$ cat src/rtl/vout_test_pattern.sv
`default_nettype none
// ============================================================================
// Module   : vout_test_pattern
// Brief    : Frame-synchronous RGB test pattern generator with 2-cycle strobe
//            alignment (colour bars, gray ramp, checkerboard, solid colour).
// Revision : 1.0 - initial release
// ============================================================================
module vout_test_pattern #(
    parameter int DATA_W    = 8,
    parameter int CHK_SHIFT = 5
) (
    input  logic                  dp_clk,
    input  logic                  rst_n,
    input  logic [11:0]           h_active,
    input  logic [1:0]            mode,
    input  logic [3*DATA_W-1:0]   solid_rgb,
    input  logic                  in_hs,
    input  logic                  in_vs,
    input  logic                  in_de,
    output logic                  out_hs,
    output logic                  out_vs,
    output logic                  out_de,
    output logic [3*DATA_W-1:0]   out_rgb
);

    localparam logic [DATA_W-1:0] c_ones = '1;
    localparam logic [DATA_W-1:0] c_zero = '0;

    // Frame-latched configuration
    logic [1:0]          r_mode_l;
    logic [3*DATA_W-1:0] r_solid_l;
    logic [11:0]         r_bar_w;
    logic [11:0]         r_y_cnt;

    // Stage 1 pipeline
    logic                r_s1_hs;
    logic                r_s1_vs;
    logic                r_s1_de;
    logic [11:0]         r_s1_x;
    logic                r_s1_y_bit;
    logic [2:0]          r_s1_bar;
    logic [11:0]         r_s1_seg;

    logic                w_fs;
    logic [11:0]         w_x_cnt;
    logic                w_y_bit;
    logic [11:0]         w_bar_w;
    logic                w_bar_end;
    logic [11:0]         w_seg_nxt;
    logic [2:0]          w_bar_nxt;
    logic [2:0]          w_bar_on;
    logic [DATA_W-1:0]   w_ramp;
    logic [3*DATA_W-1:0] w_rgb;

    // Stage 1 registers double as the one-cycle-delayed copies of vs/de.
    assign w_fs      = in_vs & ~r_s1_vs;
    assign w_x_cnt   = (in_de && r_s1_de) ? r_s1_x + 12'd1 : 12'd0;
    assign w_y_bit   = ~w_fs & r_y_cnt[CHK_SHIFT];
    assign w_bar_w   = w_fs ? (h_active >> 3) : r_bar_w;
    assign w_bar_end = (w_bar_w != 12'd0) && (r_s1_seg == w_bar_w - 12'd1);

    always_comb begin
        w_seg_nxt = 12'd0;
        w_bar_nxt = 3'd0;
        if (in_de && r_s1_de) begin
            if (w_bar_end) begin
                w_seg_nxt = 12'd0;
                w_bar_nxt = (r_s1_bar == 3'd7) ? 3'd7 : r_s1_bar + 3'd1;
            end else begin
                w_seg_nxt = r_s1_seg + 12'd1;
                w_bar_nxt = r_s1_bar;
            end
        end
    end

    always_ff @(posedge dp_clk or negedge rst_n) begin
        if (!rst_n) begin
            r_mode_l  <= 2'd0;
            r_solid_l <= '0;
            r_bar_w   <= 12'd0;
            r_y_cnt   <= 12'd0;
        end else begin
            if (w_fs) begin
                r_mode_l  <= mode;
                r_solid_l <= solid_rgb;
                r_bar_w   <= h_active >> 3;
                r_y_cnt   <= 12'd0;
            end else if (!in_de && r_s1_de) begin
                r_y_cnt   <= r_y_cnt + 12'd1;
            end
        end
    end

    always_ff @(posedge dp_clk or negedge rst_n) begin
        if (!rst_n) begin
            r_s1_hs    <= 1'b0;
            r_s1_vs    <= 1'b0;
            r_s1_de    <= 1'b0;
            r_s1_x     <= 12'd0;
            r_s1_y_bit <= 1'b0;
            r_s1_bar   <= 3'd0;
            r_s1_seg   <= 12'd0;
        end else begin
            r_s1_hs    <= in_hs;
            r_s1_vs    <= in_vs;
            r_s1_de    <= in_de;
            r_s1_x     <= w_x_cnt;
            r_s1_y_bit <= w_y_bit;
            r_s1_bar   <= w_bar_nxt;
            r_s1_seg   <= w_seg_nxt;
        end
    end

    // Bar colours as {r,g,b} on/off flags, white first down to black.
    always_comb begin
        w_bar_on = 3'b000;
        case (r_s1_bar)
            3'd0:    w_bar_on = 3'b111;
            3'd1:    w_bar_on = 3'b110;
            3'd2:    w_bar_on = 3'b011;
            3'd3:    w_bar_on = 3'b010;
            3'd4:    w_bar_on = 3'b101;
            3'd5:    w_bar_on = 3'b100;
            3'd6:    w_bar_on = 3'b001;
            default: w_bar_on = 3'b000;
        endcase
    end

    assign w_ramp = DATA_W'(r_s1_x[7:0]) << (DATA_W - 8);

    always_comb begin
        w_rgb = '0;
        if (r_s1_de) begin
            case (r_mode_l)
                2'd0: w_rgb = {w_bar_on[2] ? c_ones : c_zero,
                               w_bar_on[1] ? c_ones : c_zero,
                               w_bar_on[0] ? c_ones : c_zero};
                2'd1: w_rgb = {w_ramp, w_ramp, w_ramp};
                2'd2: w_rgb = (r_s1_x[CHK_SHIFT] ^ r_s1_y_bit) ? {c_ones, c_ones, c_ones} : '0;
                default: w_rgb = r_solid_l;
            endcase
        end
    end

    always_ff @(posedge dp_clk or negedge rst_n) begin
        if (!rst_n) begin
            out_hs  <= 1'b0;
            out_vs  <= 1'b0;
            out_de  <= 1'b0;
            out_rgb <= '0;
        end else begin
            out_hs  <= r_s1_hs;
            out_vs  <= r_s1_vs;
            out_de  <= r_s1_de;
            out_rgb <= w_rgb;
        end
    end

endmodule
`default_nettype wire

$ cat config.mk
export PLATFORM = sky130hd
export DESIGN_NAME = vout_test_pattern
export DESIGN_NICKNAME = d
export VERILOG_FILES = /design/src/rtl/vout_test_pattern.sv
export SDC_FILE = /design/constraint.sdc
export NUM_CORES = 1
export LEC_CHECK = 0
export ABC_CLOCK_PERIOD_IN_PS = 4600
export BUFFER_PORTS_ARGS = -buffer_cell sky130_fd_sc_hd__buf_2
export CAP_MARGIN = 0
export CORE_MARGIN = 3
export CORE_UTILIZATION = 41
export DETAILED_ROUTE_END_ITERATION = 6
export PLACE_DENSITY = 0.69
export SLEW_MARGIN = 10
export SYNTH_ARGS = -nofsm -noshare
export SYNTH_HDL_FRONTEND = slang
export SYNTH_SLANG_ARGS = --single-unit
$ cat constraint.sdc
create_clock -name dp_clk -period 4.6 [get_ports dp_clk]
set_input_delay 0.92 -clock dp_clk [delete_from_list [all_inputs] [get_ports dp_clk]]
set_output_delay 0.92 -clock dp_clk [all_outputs]
set_load 0.1 [all_outputs]
# Yosys cells after proc, flatten, opt, wreduce, memory -nomap -nowiden
# Index checks and enable logic that the tools add are counted.
dict set report totals {
  regBits 108
  inputBits 43
  out_inout_bits 27
  word_cells 60
}
dict set report classes {
  n_addsub 5
  eq_ne 11
  muxes 16
  bitwise_logic 5
  n_reduce_logical 8
}
# op count
set ops {}
lappend ops {{2-to-1 mux 12 bit} 6}
lappend ops {{one-hot mux 24 bit (3 select lines)} 1}
lappend ops {{2-to-1 mux 24 bit} 2}
lappend ops {{adder 12 x 1 -> 12 bit (second input constant)} 3}
lappend ops {{2-to-1 mux 8 bit} 3}
lappend ops {{one-hot mux 3 bit (7 select lines)} 1}
lappend ops {{equality test 12 bit} 1}
lappend ops {{equality test 3 bit (second input constant)} 4}
lappend ops {{nonzero test 12 bit} 1}
lappend ops {{subtractor 12 x 1 -> 12 bit (second input constant)} 1}
lappend ops {{2-to-1 mux 3 bit} 3}
lappend ops {{equality test 3 x 2 -> 1 bit (second input constant)} 2}
lappend ops {{adder 3 x 1 -> 3 bit (second input constant)} 1}
lappend ops {{equality test 3 x 1 -> 1 bit (second input constant)} 1}
lappend ops {{logical AND 1 bit} 3}
lappend ops {{zero test 3 bit} 1}
lappend ops {{bitwise AND 1 bit} 2}
lappend ops {{equality test 2 x 1 -> 1 bit (second input constant)} 1}
lappend ops {{equality test 2 bit (second input constant)} 1}
lappend ops {{zero test 2 bit} 1}
lappend ops {{inequality test 2 bit (second input constant)} 1}
lappend ops {{NOT 1 bit} 2}
lappend ops {{nonzero test 2 bit} 1}
lappend ops {{zero test 1 bit} 1}
lappend ops {{XOR 1 bit} 1}

# Logic depth before layout (Yosys ltp)
dict set report logic_depth {
  depth_word 8
  depth_mapped 14
  depth_no_buf 10
}

# Worst setup path after synthesis
# No wires, ideal clock.
dict set report synth_path {
  path_type {input-to-reg}
  start {input in_vs}
  end {register r_s1_seg[1]}
  setup_time_ns 0.120
  t_arrival_ns 3.580
  required_time_ns 4.480
  path_slack_ns 0.900
  cell_stages 13
  n_path_buf 3
  path_cell_list {nand2b_1 -> buf_6 -> buf_2 -> buf_1 -> mux2i_1 -> ha_1 -> xnor2_1 -> xnor2_1 -> nor4_2 -> o2111ai_1 -> a211o_1 -> or3_4 -> and3_1}
}
dict set report synth_between {
  elab_chain_cells 7
  elab_cells_between_ends 8
  classes_between {add/sub (1); eq/ne (1); mux (3); bitwise (1); reduce/logical (2)}
}
# item line
set synth_rtl {}
lappend synth_rtl {{start: declaration} 18} ;# input logic in_vs,
lappend synth_rtl {{bitwise AND 1 bit (*)} 56} ;# assign w_fs = in_vs & ~r_s1_vs;
lappend synth_rtl {{2-to-1 mux 12 bit (*)} 59} ;# assign w_bar_w = w_fs ? (h_active >> 3) : r_bar_w;
lappend synth_rtl {{subtractor 12 x 1 -> 12 bit} 60} ;# assign w_bar_end = (w_bar_w != 12'd0) && (r_s1_seg == w_bar_w - 12'd1);
lappend synth_rtl {{equality test 12 bit} 60}
lappend synth_rtl {{logical AND 1 bit (*)} 60}
lappend synth_rtl {{2-to-1 mux 12 bit (*)} 66} ;# if (w_bar_end) begin
lappend synth_rtl {{2-to-1 mux 12 bit (*)} 65} ;# if (in_de && r_s1_de) begin
lappend synth_rtl {{via w_seg_nxt[1]} 49} ;# logic [11:0] w_seg_nxt;
lappend synth_rtl {{end signal: assignment} 110} ;# r_s1_seg <= w_seg_nxt;
lappend synth_rtl {{end: declaration} 42} ;# logic [11:0] r_s1_seg;
# The timed path passes the listed nets; every way through them passes the cells marked *.
# A chain may end at the register's enable or synchronous reset.

# Final worst setup path
# Ends and elaborated chain as after synthesis.

==> summary.txt <==
Outcome
  – Outcome: finished clean

Worst setup path
  – Crit path required time: 4.86 ns
  – Critical Path AT: approximately 3.5 ns
  – Worst setup EP type: flip-flop
  – Critical path type: in -> reg
  – Worst setup SP type: input port
  – Critical path fanouts, max: 14
  – R2r startpoint: r_s1_vs
  – Setup crit start: in_vs

Global routing
  – GR Layer Usage met1: 0.222
  – Most used routing layer: met2
  – Total Routing Usage GR: 0.165
  – Gr ovfl total: 0
  – Largest net degree at the start of global routing: 65
  – Met2 Use GR: 0.263
  – Initial antenna violation count: 0
  – Vias in the first global route: ~3.5k
  – Met3 Use GR: 0.0277
  – First-pass GRT wire length: around 17 mm

Timing
  – Setup repair after global routing missed its margin: no
  – F_max: a little over 0.3 GHz
  – Sum Neg Setup Slack: 0 ns
  – Hold_ws: around 0.36 ns
  – Final hold vios: 0
  – Max Slew Vio Count: 0
  – Min Tclk post-route: between 3 and 4 ns
  – Period utilisation layout: 0.699
  – Max-slew headroom: 0.248
  – Setup-failing EPs final: 0
  – Clock skew: ~0.0093 ns
  – Slew @ Worst Pin: around 1.1 ns

Synth
  – Most frequent cells after synthesis: nand2_1, dfrtp_1, nor2_1
  – Asr flop ratio synth: 1.00
  – Syn nets: 499
  – Post-synth EDFFs: 0
  – Register area share after synthesis: 0.535
  – Most numerous cell in the Yosys netlist: nand2_1
  – Avg Inst Size Synth: about 10 µm²
  – Top_reg_cell synth: dfrtp_1
  – Synth top area cells: dfrtp_1, nand2_1, o221a_2, nor2_1, xnor2_1
  – Post-Syn Area: 0.00459 mm²
  – #FFs+latches synth: between 90 and 100
  – Yosys top cell area share: 0.535
  – Warnings from Yosys: 0
  – Synth Instances: approximately 450
  – Yosys top cell by area: dfrtp_1
  – Synth cell types: 53

Die
  – Io pins: 70
  – Die Area: 0.0125 mm²
  – FP Rows: 37
  – CORE AREA: 0.0106 mm²
  – Die X: 112 µm
  – Die H: between 100 and 150 µm
  – Initial core utilization: 0.433

Power and ir drop
  – Switching share of power: 0.367
  – Worst vdd ir: between 200 and 250 µV
  – Combinational power share: 0.255
  – Switching power: around 0.73 mW
  – Clk pwr share: 0.251
  – Seq pwr share: 0.493
  – PD cells: approximately 380 mW/mm²
  – Leakage: between 2 and 3 nW
  – P_int: ~1.3 mW

Detailed routing
  – Via/cell ratio: about 5.2
  – Vias: around 3.4k
  – Antenna Nets Post-Route: 0
  – Routed WL: 9.94 mm
  – Initial drt markers: around 260
  – Wire length per cell after detailed routing: approximately 15 µm
  – DR DRC count: 0
  – Drt first pass iters: 4

Placement
  – Port-buffer cells: 66
  – Dpl hpwl: roughly 7 mm
  – Routability cong.: ~0.84
  – Dpl cells: 635

Clocking
  – CTS Sinks: between 90 and 100
  – CTS buffer count: 9
  – Clk_lat worst skew: 0.37 ns
  – CTS resizes: 0
  – H-tree depth: 3
  – Clk buf depth: 2
  – Setup bufs post-CTS: 0
  – CTS tree: yes
  – Hold-fix buffers, CTS: 0
  – Clk root buf: clkbuf_8
  – Clock slew at reported path FFs: ~0.09 ns

Finish
  – Flip-flop and latch area: between 0.002 and 0.0025 mm²
  – Share of layout cells above drive strength 1: 0.239
  – ANT cells: 0
  – Final Net Count: roughly 560
  – P&R area growth vs syn: 13.8%
  – Multi-input gate area: about 0.0020 mm²
  – Fill count: between 900 and 1k
  – Post-Layout Cell Count: 650

Worst hold path
  – Hold path start: r_s1_hs
  – Hold WC Path Type: reg -> reg

Flow run
  – Max_cap viols: 0
## cells by family (layout without fill, tap and decap cells)
group / Yosys count / in the layout / share of synthesized area
AO/OA/AOI/OAI: 46 / 46 / 0.0908
adder cells (fa/ha/maj): 8 / 8 / 0.0218
buffers and inverters: 27 / 93 / 0.0256
flip-flops: 98 / 98 / 0.535
AND/OR/NAND/NOR: 215 / 215 / 0.209
XOR/XNOR: 38 / 38 / 0.0756
multiplexers: 16 / 16 / 0.0428
## worst max-delay path, cell delays in order
cell and delay [ns]:
buf_2 0.12, nand2b_2 0.29, mux2i_1 0.28, ha_1 0.32, nor4b_2 0.34, xnor2_1 0.16
o2111ai_1 0.11, a211o_1 0.31, or3_4 0.43, and3_1 0.19
## worst paths after layout
path / endpoint / slack, ns / cells past startpoint
max: r_s1_seg[1] / 1.39 / 10
min: out_hs / 0.36 / 0
max reg2reg: r_s1_seg[1] / 1.54 / 9
min reg2reg: out_hs / 0.36 / 0
max in group asynchronous: out_rgb[7] / 3.03 / 2
min in group asynchronous: r_bar_w[4] / 0.62 / 1
## power by group through the flow
stage | registers (mW) | logic (mW) | clock network (mW)
2_1_floorplan | 1.20 | 0.189 | 0
3_3_place_gp | 1.00 | 0.506 | 0
3_5_place_dp | 1.00 | 0.513 | 0
4_1_cts | 0.987 | 0.515 | 0.518
5_1_grt | 0.998 | 0.546 | 0.556
6_report | 0.987 | 0.511 | 0.503
## cell usage in the layout (no fill, tap or decap), types with 3 or more instances in the layout
cell type    n
nand4_1      3
o221a_2     24
o21ai_0      5
xor2_1      18
and3_1       4
buf_2       65
a31oi_1      3
nor2_1      48
clkbuf_8     9
ha_1         8
xnor2_1     19
dfrtp_1     98
inv_1        5
mux2i_1     10
nand2_1    117
and2_1       6
o21ai_1      3
buf_4        6
nand3_1     14
nor3_1       4
## area by class of cell
type,count,area share
Clock buffer,10,0.0245
Clock inverter,5,0.00791
Inverter,7,0.00551
Multi-Input combinational cell,323,0.389
Sequential cell,98,0.470
Tap cell,136,0.0326
Timing Repair Buffer,71,0.0710
## metal layers
metal / up-vias / wire (µm)
li1: 1645 / -
met5: - / 0
met2: 79 / 4630
met1: 1663 / 4690
met3: 16 / 410
met4: 0 / 213
## stage by stage
step | area [µm²] | power [mW] | setup slack, ns | utilization
after global routing | 5220 | 2.10 | 1.20 | 0.492
final | 5220 | 2.00 | 1.39 | 0.492
after floorplan | 4590 | 1.39 | 0.900 | -
after global placement | 5050 | 1.51 | 0.991 | 0.476
after CTS | 5220 | 2.02 | 1.38 | 0.492
after detailed placement | 5050 | 1.52 | 1.00 | 0.476
## flip-flops by register name, summed over array words and instances, names as in the netlist
signal      cells
out_de          1
out_hs          1
out_rgb        24
out_vs          1
r_bar_w        12
r_mode_l        2
r_s1_bar        3
r_s1_de         1
r_s1_hs         1
r_s1_seg       12
r_s1_vs         1
r_s1_x          8
r_s1_y_bit      1
r_solid_l      24
r_y_cnt         6
(Power assumes the default switching activity.)
